**config.mk**
```make
export PLATFORM = sky130hd
export DESIGN_NAME = rr_arb3
export DESIGN_NICKNAME = d
export VERILOG_FILES = /design/src/rtl/rr_arb_pkg.sv /design/src/rtl/rr_ptr3.sv /design/src/rtl/rr_arb3.sv
export SDC_FILE = /design/constraint.sdc
export NUM_CORES = 1
export LEC_CHECK = 0
export ABC_AREA = 1
export BUFFER_PORTS_ARGS = -buffer_cell sky130_fd_sc_hd__buf_2
export CAP_MARGIN = 20
export CORE_MARGIN = 5
export CORE_UTILIZATION = 57
export CTS_BUF_LIST = sky130_fd_sc_hd__clkbuf_16
export CTS_CLUSTER_SIZE = 28
export DETAILED_ROUTE_END_ITERATION = 16
export PLACE_DENSITY = 0.93
export SYNTH_ARGS = -nofsm -noshare
export SYNTH_HDL_FRONTEND = slang
export SYNTH_SLANG_ARGS = --single-unit
```
**constraint.sdc**
```tcl
create_clock -name clk -period 3.4 [get_ports clk]
set_clock_uncertainty 0.05 [all_clocks]
set_input_delay 0.85 -clock clk [delete_from_list [all_inputs] [get_ports clk]]
set_output_delay 0.85 -clock clk [all_outputs]
set_load 0.02 [all_outputs]
```
**src/rtl/rr_arb_pkg.sv**
```systemverilog
// Shared types and helpers for the three-way round-robin arbiter.
package rr_arb_pkg;

    localparam int unsigned NREQ = 3;
    localparam int unsigned IDW  = 2;

    typedef enum logic {
        IDLE  = 1'b0,
        GRANT = 1'b1
    } state_t;

    // Result of one round-robin search.
    typedef struct packed {
        logic           valid;
        logic [IDW-1:0] idx;
    } pick_t;

    // Mod-3 successor; the unused code 3 folds back to 0.
    function automatic logic [IDW-1:0] mod3_inc(input logic [IDW-1:0] v);
        logic [IDW-1:0] r;
        case (v)
            2'd0:    r = 2'd1;
            2'd1:    r = 2'd2;
            default: r = 2'd0;
        endcase
        return r;
    endfunction

    // One-hot decode of a requester index; code 3 decodes to no grant.
    function automatic logic [NREQ-1:0] onehot3(input logic [IDW-1:0] i);
        logic [NREQ-1:0] r;
        case (i)
            2'd0:    r = 3'b001;
            2'd1:    r = 3'b010;
            2'd2:    r = 3'b100;
            default: r = 3'b000;
        endcase
        return r;
    endfunction

    // First set request searching ptr, ptr+1, ptr+2 (mod 3).
    function automatic pick_t rr_pick(input logic [NREQ-1:0] req,
                                      input logic [IDW-1:0]  ptr);
        pick_t          r;
        logic [IDW-1:0] i0;
        logic [IDW-1:0] i1;
        logic [IDW-1:0] i2;
        i0 = (ptr == 2'd3) ? 2'd0 : ptr;
        i1 = mod3_inc(i0);
        i2 = mod3_inc(i1);
        r  = '0;
        // Lowest search priority first so higher priority overwrites.
        if (req[i2]) begin
            r.valid = 1'b1;
            r.idx   = i2;
        end
        if (req[i1]) begin
            r.valid = 1'b1;
            r.idx   = i1;
        end
        if (req[i0]) begin
            r.valid = 1'b1;
            r.idx   = i0;
        end
        return r;
    endfunction

endpackage

```
**src/rtl/rr_ptr3.sv**
```systemverilog
// Mod-3 priority pointer: on enable loads the successor of base, never holds 3.
module rr_ptr3
    import rr_arb_pkg::*;
(
    input  logic           clk,
    input  logic           reset,
    input  logic           en,
    input  logic [IDW-1:0] base,
    output logic [IDW-1:0] ptr
);

    logic [IDW-1:0] ptr_q;
    logic [IDW-1:0] ptr_d;

    // Next pointer: successor of the released grantee, else hold.
    always_comb begin
        ptr_d = ptr_q;
        if (en) begin
            ptr_d = mod3_inc(base);
        end
    end

    // Pointer register, synchronous active-low reset.
    always_ff @(posedge clk) begin
        if (!reset) begin
            ptr_q <= '0;
        end else begin
            ptr_q <= ptr_d;
        end
    end

    assign ptr = ptr_q;

endmodule

```
**src/rtl/rr_arb3.sv**
```systemverilog
// Three-way round-robin arbiter with bounded hold time and invariant flag.
module rr_arb3
    import rr_arb_pkg::*;
#(
    parameter int unsigned HOLD_MAX = 4,
    parameter int unsigned HW       = 3
) (
    input  logic            clk,
    input  logic            reset,
    input  logic [NREQ-1:0] req,
    input  logic [NREQ-1:0] done,
    output logic [NREQ-1:0] gnt,
    output logic [IDW-1:0]  gnt_id,
    output logic            busy,
    output logic [IDW-1:0]  ptr,
    output logic            bad
);

    localparam logic [HW-1:0] HOLD_LAST = HW'(HOLD_MAX - 1);
    localparam logic [HW-1:0] HOLD_LIM  = HW'(HOLD_MAX);

    state_t          state_q, state_d;
    logic [HW-1:0]   hold_q, hold_d;
    logic [NREQ-1:0] gnt_q, gnt_d;
    logic [IDW-1:0]  gnt_id_q, gnt_id_d;
    logic            busy_q, busy_d;
    logic [IDW-1:0]  ptr_q;
    logic            ptr_en_c;
    logic            rel_c;
    pick_t           pick_c;

    // Priority pointer, advanced only when a grant is released.
    rr_ptr3 u_ptr (
        .clk   (clk),
        .reset (reset),
        .en    (ptr_en_c),
        .base  (gnt_id_q),
        .ptr   (ptr_q)
    );

    // Next-state, grant and hold computation.
    always_comb begin
        state_d  = state_q;
        hold_d   = hold_q;
        gnt_d    = gnt_q;
        gnt_id_d = gnt_id_q;
        busy_d   = busy_q;
        ptr_en_c = 1'b0;
        pick_c   = rr_pick(req, ptr_q);
        rel_c    = done[gnt_id_q] | ~req[gnt_id_q] | (hold_q == HOLD_LAST);
        case (state_q)
            IDLE: begin
                if (pick_c.valid) begin
                    state_d  = GRANT;
                    gnt_d    = onehot3(pick_c.idx);
                    gnt_id_d = pick_c.idx;
                    busy_d   = 1'b1;
                    hold_d   = '0;
                end
            end
            GRANT: begin
                if (rel_c) begin
                    state_d  = IDLE;
                    gnt_d    = '0;
                    gnt_id_d = '0;
                    busy_d   = 1'b0;
                    hold_d   = '0;
                    ptr_en_c = 1'b1;
                end else if (hold_q != HOLD_LAST) begin
                    hold_d = hold_q + HW'(1);
                end
            end
            default: begin
                state_d  = IDLE;
                gnt_d    = '0;
                gnt_id_d = '0;
                busy_d   = 1'b0;
                hold_d   = '0;
            end
        endcase
    end

    // State, hold and grant registers; reset overrides any grant in flight.
    always_ff @(posedge clk) begin
        if (!reset) begin
            state_q  <= IDLE;
            hold_q   <= '0;
            gnt_q    <= '0;
            gnt_id_q <= '0;
            busy_q   <= 1'b0;
        end else begin
            state_q  <= state_d;
            hold_q   <= hold_d;
            gnt_q    <= gnt_d;
            gnt_id_q <= gnt_id_d;
            busy_q   <= busy_d;
        end
    end

    // Invariant flag: any of these means an unreachable state was entered.
    always_comb begin
        bad = 1'b0;
        if (ptr_q == 2'd3) begin
            bad = 1'b1;
        end
        if ((gnt_q & (gnt_q - 3'd1)) != 3'd0) begin
            bad = 1'b1;
        end
        if (busy_q != (gnt_q != 3'd0)) begin
            bad = 1'b1;
        end
        if ((gnt_q != 3'd0) && (gnt_q != onehot3(gnt_id_q))) begin
            bad = 1'b1;
        end
        if (hold_q >= HOLD_LIM) begin
            bad = 1'b1;
        end
    end

    assign gnt    = gnt_q;
    assign gnt_id = gnt_id_q;
    assign busy   = busy_q;
    assign ptr    = ptr_q;

endmodule

```
Yosys cells after proc, flatten, opt, wreduce, memory -nomap -nowiden
Cells that the tools add are included.
W data, S select, Z words.
Word-level totals
  register bits: 12
  word-level logic and storage cells: 83
Cells by class
  add/subtract/negate cells: 2
  $lt $le $gt $ge: 5
  equal/unequal tests: 14
  muxes and demuxes: 42
  bitwise logic cells: 5
  reduce and logical (&&, ||, !) cells: 9
Operator list (count)
  $mux W3: 8
  $pmux W3 S3: 2
  $mux W1: 16
  $pmux W2 S2: 4
  $lt A2 B3 Y1 const B: 4
  $pmux W3 S2: 2
  $bmux W1 S2: 5
  $eq A2 B1 Y1 const B: 4
  $logic_not A2 Y1: 4
  $eq A2 B2 Y1 const B: 3
  $mux W2: 3
  $reduce_bool A3 Y1: 2
  $pmux W1 S2: 2
  $reduce_and A2 Y1: 2
  $add A3 B1 Y3 const B: 1
  $and A3 B3 Y3: 1
  $eq A3 B2 Y1 const B: 1
  $ge A3 B3 Y1 const B: 1
  $ne A3 B1 Y1 const B: 1
  $ne A3 B2 Y1 const B: 1
  $ne A3 B3 Y1: 1
  $sub A3 B1 Y3 const B: 1
  $ne A2 B1 Y1 const B: 1
  $ne A2 B2 Y1 const B: 1
  4 further kinds: 6

Logic depth before layout (Yosys ltp)
Gate-level depths: netlist of the first run.
  depth after elaboration: 15
  depth in mapped cells: 13
  mapped depth without buffers: 13

By module
From an unflattened synthesis of the first run, not the netlist that was laid out.
Unflattened totals
  cells, all modules: 126
  area, all modules: 825.8 µm²
Modules (own cells, without submodules)
  rr_arb3: instances 1, cells an instance 115, area each 748.2 µm², seq. area each 200.2 µm²
  rr_ptr3: instances 1, cells an instance 11, area each 77.6 µm², seq. area each 40.0 µm²

Worst setup path before layout of the first run
Ideal clock, no wire load.
  kind: register -> output
  start point: register gnt_id_q[1] (netlist: gnt_id[1])
  end point: output bad
  arrival time: 1192 ps
  data required time: 2500 ps
  slack: 1308 ps
  stages on the path, launching flop included: 5
  path buffers: 0
  cell sequence: dfxtp_1 > nor2_2 > a21boi_0 > nor4_1 > nand4_1
Between the ends
  word-level cells in the longest chain between the ends: 6
  elaborated cells between the ends (all ways): 8
Ends and longest elaborated chain
  from (decl): RTL line rr_arb3.sv:25  | logic [IDW-1:0] gnt_id_q, gnt_id_d;
  from (signal assigned): RTL line rr_arb3.sv:95  | gnt_id_q <= gnt_id_d;
  $eq A2 B2 Y1 (tied with other cells): RTL line rr_arb_pkg.sv:32  | case (i)
  $pmux W3 S3 *: RTL line rr_arb_pkg.sv:32
  $ne A3 B3 Y1 *: RTL line rr_arb3.sv:112  | if ((gnt_q != 3'd0) && (gnt_q != onehot3(gnt_id_q))) begin
  $logic_and A1 B1 Y1 *: RTL line rr_arb3.sv:112
  $mux W1 *: RTL line rr_arb3.sv:112
  $mux W1 *: RTL line rr_arb3.sv:115  | if (hold_q >= HOLD_LIM) begin
  to (decl): RTL line rr_arb3.sv:16  | output logic bad
Mark *: on every way between the ends. The rest lies on a longest branch, timed or not.

Final worst setup path of the first run
Ends and elaborated chain as after synthesis.

==> flow_metrics.py, run 1 <==
metrics = {
    "clock_network": {
        "cts_hold_buf": 0,
        "cts_buffers": 3,
        "root_buffer": "clkbuf_16",
        "cts.reportedPaths.clkPinSlew_ps": 40,
        "cts_resized": 0,
        "clk_latency_ps": 240,
        "clock_sinks": 12,
        "h-tree-depth": 1,
        "cts_tree": "done",
        "postCtsSetupRepairBufs": 0,
        "clockBufferDepth": 2,
    },
    "finish": {
        "nNetsFinal": 160,
        "drive_above_1_share_pct": 25.0,
        "diodes": 0,
        "fillers": 118,
        "syn_to_final_growth_pct": 21.1,
    },
    "pwr": {
        "ir_drop_v": 0.000563,
        "cellPowerDensity_mw_per_mm2": 1140,
        "totalPowerFinal_mw": 1.17,
        "p_leak_nw": 0.510,
    },
    "yosys": {
        "ys_seq_elements": 12,
        "synth.distinct_cells": 23,
        "synthArstFlopShare_pct": 0,
        "yosysTopAreaCell": "dfxtp_1",
        "synthesis.area_um2": 850,
        "synth_commonest_cells": "29 x nand2_1, 18 x inv_1, 12 x dfxtp_1, 12 x nand3_1, 11 x a21oi_1",
        "netlist_instances": 124,
        "synth.top_cells.by_area": "dfxtp_1 28%, nand2_1 13%, ha_1 10%, inv_1 8.0%, nand3_1 7.1%",
        "synth_edf_count": 0,
        "yosys_warnings": 0,
        "yosysMostFrequentCell": "nand2_1",
        "synth_top_area_share_pct": 28.3,
        "seq_area_frac_synth_pct": 28.3,
        "synth_ff_type": "dfxtp_1",
        "syn_avg_cell_area_um2": 6.85,
        "syn_nets": 139,
    },
    "detailed_routing": {
        "vias_per_cell": 5.67,
        "first_pass_iters": 4,
        "wl_per_cell_um": 14.6,
        "drc_errors": 0,
        "drt_iter0_drc": 35,
        "vias": 907,
        "drt-total-wl_um": 2340,
        "ant_nets": 0,
    },
    "timing": {
        "layout_min_cycle_time_ps": 2500,
        "tightest_slew_ps": 299,
        "fmax_ghz": 0.401,
        "maxSlewViolCount": 0,
        "final.setup.tns_ps": 0,
        "layout_setup_ws_ps": 904,
        "final-setup-viol-count": 0,
        "fin_crit_sh_pct": 73.4,
        "rsz0062_at_grt": "false",
        "slew-limit-headroom_pct": 79.9,
        "finalHoldViolCount": 0,
    },
    "critical_path": {
        "worst-path-stages": 5,
        "cp.required_ps": 2500,
        "cp_slowest_cell": "dfxtp_1",
        "crit_path_end_kind": "output pin",
        "r2r_cells": 10,
        "arrival_ps": 1600,
        "r2r-start": "u_ptr.ptr[0]",
        "slowest_delay_ps": 360,
        "crit_fanout": 6,
        "r2r-end": "gnt_id[0]",
        "cp_top_family": "simple AND/OR/NAND/NOR gates",
        "path_cells": "nor2_2 > a21boi_0 > nor4_1 > nand4_1 > buf_2",
        "reg2reg_slack_ps": 1390,
        "crit_buf_inv": 1,
        "worstSetupStartpointType": "flop",
        "crit_type": "reg -> out",
    },
    "hold_path": {
        "hp-class": "reg -> reg",
        "hp-start": "hold_q[1]",
        "hold_depth": 2,
        "whs_endpoint": "hold_q[1]",
    },
    "run": {
        "cap_violations": 0,
    },
    "run_status": {
        "outcome": "finished, final reports clean",
    },
    "placement": {
        "dp_worst_setup_slack_ps": 1280,
        "globalplace.congestion": 0.852,
        "dp_hpwl_um": 1670,
        "port_buffers": 16,
    },
    "global_routing": {
        "grt_pass1_vias": 856,
        "grt_pass1_wl_um": 3770,
        "gr-total-overflow": 0,
        "grt_max_degree": 11,
        "antenna_found_initial": 0,
        "gr-usage-all-layers_pct": 19.9,
    },
    "floorplan": {
        "core-area_mm2": 0.00145,
        "rows": 14,
        "ioPinCount": 17,
        "die_area_mm2": 0.00236,
        "initial_utilization_pct": 58.4,
        "dieHeight_um": 48.6,
        "die-width_um": 48.6,
    },
}
==> worst register-to-register path: stages, from the launching register on <==
cell	delay [ps]
dfxtp_1	400
inv_1	110
ha_1	410
inv_2	70
nand2_1	70
nand2_2	70
a21oi_2	130
nand3_2	130
nand2_2	160
nand3_1	110
a21oi_1	200
==> registers in the layout, indices dropped and copies added (netlist names) <==
| signal | count |
|---|---|
| busy | 1 |
| gnt_id | 2 |
| gnt | 3 |
| u_ptr.ptr | 2 |
| state_q | 1 |
| hold_q | 3 |
==> area by class of cell <==
class	instances	area, um^2	share of cell area (%)
inverters	20	75.1	7.30
repair buffers	16	80.1	7.79
well taps	16	20.0	1.95
flip-flops and latches	12	240	23.4
clock buffers	3	75.1	7.30
multi-input cells	92	534	51.9
clock inverters	1	3.75	0.365
==> layout by cell type, fill, tap and decap left out, drive strengths merged <==
cell,instances
nand3,13
nand3b,1
or2,1
inv,20
nand2,36
o211ai,1
dfxtp,12
clkinv,1
o22ai,1
a21oi,13
a21boi,1
ha,7
clkbuf,3
o21ai,5
nand4,3
nor4,2
nor2,7
nor3,1
buf,16
==> through the flow <==
| step | instance area [um^2] | util (%) | hold WS (ps) | cells |
|---|---|---|---|---|
| floorplan | 850 | - | 393 | 124 |
| global placement | 950 | 65.3 | 400 | 156 |
| detailed placement | 950 | 65.3 | 418 | 156 |
| CTS | 1030 | 70.7 | 425 | 160 |
| global route | 1030 | 70.7 | 458 | 160 |
| finish | 1030 | 70.7 | 424 | 160 |
==> worst max-delay path by stage <==
stage                          from  end  slack, ps
after floorplan           gnt_id[1]  bad       1310
after global placement    gnt_id[1]  bad       1350
after detailed placement  gnt_id[1]  bad       1280
after CTS                 gnt_id[1]  bad        980
after global routing      gnt_id[1]  bad        860
final                     gnt_id[1]  bad        900
==> per-layer routing <==
metal / global-route usage, % / share of wire (%) / up-vias
li1: - / - / 449
met1: 21.5 / 39 / 411
met2: 36.5 / 52 / 37
met3: 4.29 / 6.1 / 10
met4: 8.07 / 2.8 / 0
met5: 0 / 0 / -
==> power breakdown <==
| group | switching, mW | leakage, nW | internal [mW] |
|---|---|---|---|
| sequential | 0.0688 | 0.0984 | 0.194 |
| combinational | 0.467 | 0.373 | 0.227 |
| clock | 0.0612 | 0.0385 | 0.155 |
| total | 0.597 | 0.510 | 0.576 |
==> cell families (layout without fill, tap and decap cells) <==
family	count (synthesis)	count (layout)	share of synthesized area [%]
AO/OA/AOI/OAI	21	21	14.6
adder cells (fa/ha/maj)	7	7	10.3
AND/OR/NAND/NOR	64	64	38.0
buffers and inverters	20	40	8.84
flip-flops	12	12	28.3
Power figures use the tool's default switching activity.
==> run 2, diff against run 1 <==
--- a/config.mk
+++ b/config.mk
@@ -9,11 +9,11 @@
 export BUFFER_PORTS_ARGS = -buffer_cell sky130_fd_sc_hd__buf_2
 export CAP_MARGIN = 20
 export CORE_MARGIN = 5
-export CORE_UTILIZATION = 57
+export CORE_UTILIZATION = 47
 export CTS_BUF_LIST = sky130_fd_sc_hd__clkbuf_16
 export CTS_CLUSTER_SIZE = 28
 export DETAILED_ROUTE_END_ITERATION = 16
-export PLACE_DENSITY = 0.93
+export PLACE_DENSITY = 0.84
 export SYNTH_ARGS = -nofsm -noshare
 export SYNTH_HDL_FRONTEND = slang
 export SYNTH_SLANG_ARGS = --single-unit
==> constraint.sdc (replaced) <==
create_clock -name clk -period 2.04 [get_ports clk]
set_clock_uncertainty 0.05 [all_clocks]
set_input_delay 0.51 -clock clk [delete_from_list [all_inputs] [get_ports clk]]
set_output_delay 0.51 -clock clk [all_outputs]
set_load 0.02 [all_outputs]
==> flow_metrics.py, run 2 (synthesis gave the netlist of run 1 again) <==
metrics = {
    "timing": {
        "final-setup-viol-count": 0,
        "fin_crit_sh_pct": 96.6,
        "tightest_slew_ps": 254,
        "maxSlewViolCount": 0,
        "slew-limit-headroom_pct": 83.1,
        "final.setup.tns_ps": 0,
        "finalHoldViolCount": 0,
        "fmax_ghz": 0.507,
        "layout_min_cycle_time_ps": 1970,
        "rsz0062_at_grt": "false",
    },
    "finish": {
        "syn_to_final_growth_pct": 24.0,
        "diodes": 0,
        "final_common_cell": "nand2_1",
        "drive_above_1_share_pct": 27.1,
        "final_cells": 169,
        "final_cell_mix": "29 x nand2_1, 18 x inv_1, 15 x buf_2, 12 x nand3_1, 11 x a21oi_1",
        "nNetsFinal": 161,
    },
    "clock_network": {
        "h-tree-depth": 1,
        "clock_sinks": 12,
        "clk_latency_ps": 240,
        "cts.reportedPaths.clkPinSlew_ps": 50,
        "clockBufferDepth": 2,
        "cts_hold_buf": 0,
        "cts_tree": "done",
        "root_buffer": "clkbuf_16",
        "cts_buffers": 3,
    },
    "critical_path": {
        "crit_type": "reg -> out",
        "crit_path_end_kind": "output pin",
        "arrival_ps": 1410,
        "worstSetupStartpointType": "flop",
        "cp.required_ps": 1480,
        "crit_fanout": 5,
    },
    "detailed_routing": {
        "vias": 862,
        "drt-total-wl_um": 1890,
        "vias_per_cell": 5.10,
        "drc_errors": 0,
        "drt_iter0_drc": 24,
        "first_pass_iters": 4,
        "ant_nets": 0,
        "wl_per_cell_um": 11.2,
    },
    "pwr": {
        "p_leak_nw": 0.517,
        "p_clk_share_pct": 18.2,
        "combPwrFrac_pct": 59.3,
        "switchingPower_mw": 0.946,
        "ir_drop_v": 0.000900,
        "cellPowerDensity_mw_per_mm2": 1850,
        "swShare_pct": 48.5,
        "p_int_mw": 1.00,
        "seq_power_share_pct": 22.5,
    },
    "run_status": {
        "outcome": "finished, final reports clean",
    },
    "global_routing": {
        "antenna_found_initial": 0,
        "grt_pass1_wl_um": 3220,
        "gr-usage-all-layers_pct": 15.6,
        "grt_pass1_vias": 783,
        "grt_max_degree": 11,
        "gr-total-overflow": 0,
    },
    "floorplan": {
        "initial_utilization_pct": 49.2,
        "dieHeight_um": 52.5,
        "die-width_um": 52.5,
        "core-area_mm2": 0.00173,
        "rows": 15,
        "die_area_mm2": 0.00276,
        "ioPinCount": 17,
    },
    "placement": {
        "dp_hpwl_um": 1510,
        "port_buffers": 16,
        "globalplace.congestion": 0.858,
        "dp_cells": 165,
    },
    "run": {
        "cap_violations": 0,
    },
    "hold_path": {
        "hp-class": "reg -> reg",
    },
}
-- run 2: cell types whose count changed in the layout (fill, tap and decap cells not counted), sizes merged --
cell / delta
clkinv: -1
buf: +1
-- run 2: what timing repair did --
item                       in CTS  in global routing
gates resized for setup         1                  4
setup endpoints to repair       1                  1
setup buffers                   0                  1
pin swaps                       0                  3
-- run 2: metal layers --
layer / share of wire (%) / global-route usage [%] / wire length, um / vias to the layer above
met5: 0 / 0 / 0 / -
met4: 1.1 / 5.96 / 20 / 0
met3: 5.0 / 5.13 / 94 / 5
met2: 48 / 25.2 / 900 / 21
met1: 46 / 19.0 / 870 / 388
li1: - / - / - / 448
-- run 2: power groups by stage --
stage               combinational (mW)  sequential, mW  clock, mW
floorplan                        0.770           0.500          0
global placement                  1.08           0.427          0
detailed placement                1.10           0.432          0
CTS                               1.11           0.434      0.357
global route                      1.28           0.460      0.377
finish                            1.16           0.439      0.355
-- run 2: final timing paths --
check	end	slack, ps	from	cells past startpoint
hold / removal	hold_q[1]	430	hold_q[1]	2
setup / recovery	bad	70	gnt_id[0]	5
setup reg to reg	gnt_id[0]	200	u_ptr.ptr[0]	10
hold reg to reg	hold_q[1]	430	hold_q[1]	2
-- run 2: stage by stage --
| stage | instance area (um^2) | util, % | hold slack, ps | power (mW) | setup WS, ps |
|---|---|---|---|---|---|
| floorplan | 850 | - | 393 | 1.27 | 231 |
| global placement | 961 | 55.7 | 414 | 1.51 | 208 |
| detailed placement | 961 | 55.7 | 418 | 1.53 | 203 |
| CTS | 1040 | 60.3 | 424 | 1.90 | 21.3 |
| global route | 1050 | 61.0 | 464 | 2.12 | 4.18 |
| finish | 1050 | 61.0 | 425 | 1.95 | 68.7 |
-- run 2: cell type report --
type | count | area [um^2]
Inverter | 20 | 75.1
Timing Repair Buffer | 17 | 90.1
Tap cell | 25 | 31.3
Clock buffer | 3 | 75.1
Multi-Input combinational cell | 92 | 539
Sequential cell | 12 | 243
Fill cell | 171 | 673
-- run 2: critical path: stages (launching register included) --
cell      delay (ps)
dfxtp_2          350
nor2_4           170
a21boi_1          90
nor4_1           270
nand4_1          120
buf_4            170
==> run 3, diff against run 2 <==
--- a/config.mk
+++ b/config.mk
@@ -13,6 +13,7 @@
 export CTS_BUF_LIST = sky130_fd_sc_hd__clkbuf_16
 export CTS_CLUSTER_SIZE = 28
 export DETAILED_ROUTE_END_ITERATION = 16
+export GPL_TIMING_DRIVEN = 0
 export PLACE_DENSITY = 0.84
 export SYNTH_ARGS = -nofsm -noshare
 export SYNTH_HDL_FRONTEND = slang
==> flow_metrics.py, run 3 (synthesis gave the netlist of run 1 again) <==
metrics = {
    "timing": {
        "finalHoldViolCount": 0,
        "final-setup-viol-count": 0,
        "layout_min_cycle_time_ps": 1960,
        "fmax_ghz": 0.509,
        "tightest_slew_ps": 330,
        "maxSlewViolCount": 0,
        "slew-limit-headroom_pct": 77.8,
        "fin_crit_sh_pct": 96.3,
        "final.setup.tns_ps": 0,
        "layout_setup_ws_ps": 75.1,
        "rsz0062_at_grt": "false",
    },
    "detailed_routing": {
        "vias_per_cell": 5.28,
        "first_pass_iters": 4,
        "drt-total-wl_um": 2260,
        "ant_nets": 0,
        "vias": 908,
        "drt_iter0_drc": 32,
        "drc_errors": 0,
        "wl_per_cell_um": 13.1,
    },
    "clock_network": {
        "clockBufferDepth": 2,
        "h-tree-depth": 1,
        "cts.reportedPaths.clkPinSlew_ps": 40,
        "cts_tree": "done",
        "root_buffer": "clkbuf_16",
        "cts_buffers": 3,
        "cts_hold_buf": 0,
        "clock_sinks": 12,
        "clk_latency_ps": 240,
    },
    "global_routing": {
        "gr-total-overflow": 0,
        "grt_pass1_vias": 888,
        "antenna_found_initial": 0,
        "grt_max_degree": 11,
        "gr-usage-all-layers_pct": 19.0,
        "grt_pass1_wl_um": 3810,
    },
    "placement": {
        "dp_worst_setup_slack_ps": 187,
        "dp_hpwl_um": 1600,
        "port_buffers": 16,
        "place_area_um2": 961,
        "globalplace.congestion": 0.807,
    },
    "finish": {
        "drive_above_1_share_pct": 27.9,
        "fillers": 154,
        "final_common_cell": "nand2_1",
        "final_cell_mix": "29 x nand2_1, 18 x inv_1, 15 x buf_2, 12 x nand3_1, 11 x a21oi_1",
        "diodes": 0,
        "layout.area.seq_um2": 245,
        "design_area_mm2": 0.00107,
        "utilization_pct": 62.2,
        "syn_to_final_growth_pct": 26.5,
        "multi_input_area_um2": 539,
        "nNetsFinal": 163,
    },
    "hold_path": {
        "hp-class": "reg -> reg",
    },
    "pwr": {
        "totalPowerFinal_mw": 2.07,
        "p_leak_nw": 0.528,
        "cellPowerDensity_mw_per_mm2": 1930,
        "ir_drop_v": 0.00106,
    },
    "run_status": {
        "outcome": "finished, final reports clean",
    },
    "critical_path": {
        "cp_slowest_cell": "dfxtp_4",
        "worstSetupStartpointType": "flop",
        "path_cells": "nor2_4 > a21boi_1 > nor4_1 > nand4_1 > buf_4",
        "crit_type": "reg -> out",
        "cp.required_ps": 1480,
        "crit_path_end_kind": "output pin",
        "slowest_delay_ps": 360,
        "arrival_ps": 1400,
        "crit_fanout": 5,
    },
    "run": {
        "cap_violations": 0,
    },
    "floorplan": {
        "core-area_mm2": 0.00173,
        "rows": 15,
        "ioPinCount": 17,
        "initial_utilization_pct": 49.2,
        "die-width_um": 52.5,
        "dieHeight_um": 52.5,
        "die_area_mm2": 0.00276,
    },
}
==> run 3: changes by cell type in the layout (fill, tap and decap cells not counted), sizes merged <==
cell    delta
buf        +2
clkinv     +1
==> run 3: layout make-up <==
type,instances,area share [%]
inverters,20,6.98
clock inverters,1,0.349
well taps,25,2.91
flip-flops and latches,12,22.8
repair buffers,19,9.78
clock buffers,3,6.98
multi-input cells,92,50.2
==> run 3: final timing paths <==
kind / slack (ps) / from / end / depth (start not counted)
max: 80 / gnt_id[0] / bad / 5
min: 420 / hold_q[1] / hold_q[1] / 2
max reg2reg: 150 / u_ptr.ptr[0] / gnt[0] / 10
min reg2reg: 420 / hold_q[1] / hold_q[1] / 2
==> run 3: critical path, delay by kind of cell (launching register included) <==
kind                   cells  cell delay, ps
AND/OR/NAND/NOR            3             550
AO/OA/AOI/OAI              1              80
flip-flops                 1             360
buffers and inverters      1             180
==> run 3: power breakdown <==
| part | internal [mW] | switching, mW | leakage, nW |
|---|---|---|---|
| logic | 0.458 | 0.806 | 0.390 |
| registers | 0.331 | 0.115 | 0.0996 |
| clock network | 0.258 | 0.105 | 0.0385 |
| total | 1.05 | 1.03 | 0.528 |
==> run 3: repair_timing <==
item	4_1_cts	5_1_grt
pin swaps	0	3
resized for setup	1	5
setup buffers	0	3
setup endpoints to repair	1	1
==> run 3: layer usage <==
layer	wire length (um)	track usage [%]	up-vias	part of all wire [%]
met3	119	3.42	11	5.3
met1	961	22.1	411	43
li1	-	-	452	-
met4	108	12.3	0	4.8
met2	1070	31.4	34	47
met5	0	0	-	0
==> run 3: stage by stage <==
step	std cells	hold slack (ps)
after global placement	165	402
after CTS	169	419
after detailed placement	165	412
after global routing	172	447
after floorplan	124	393
final	172	423
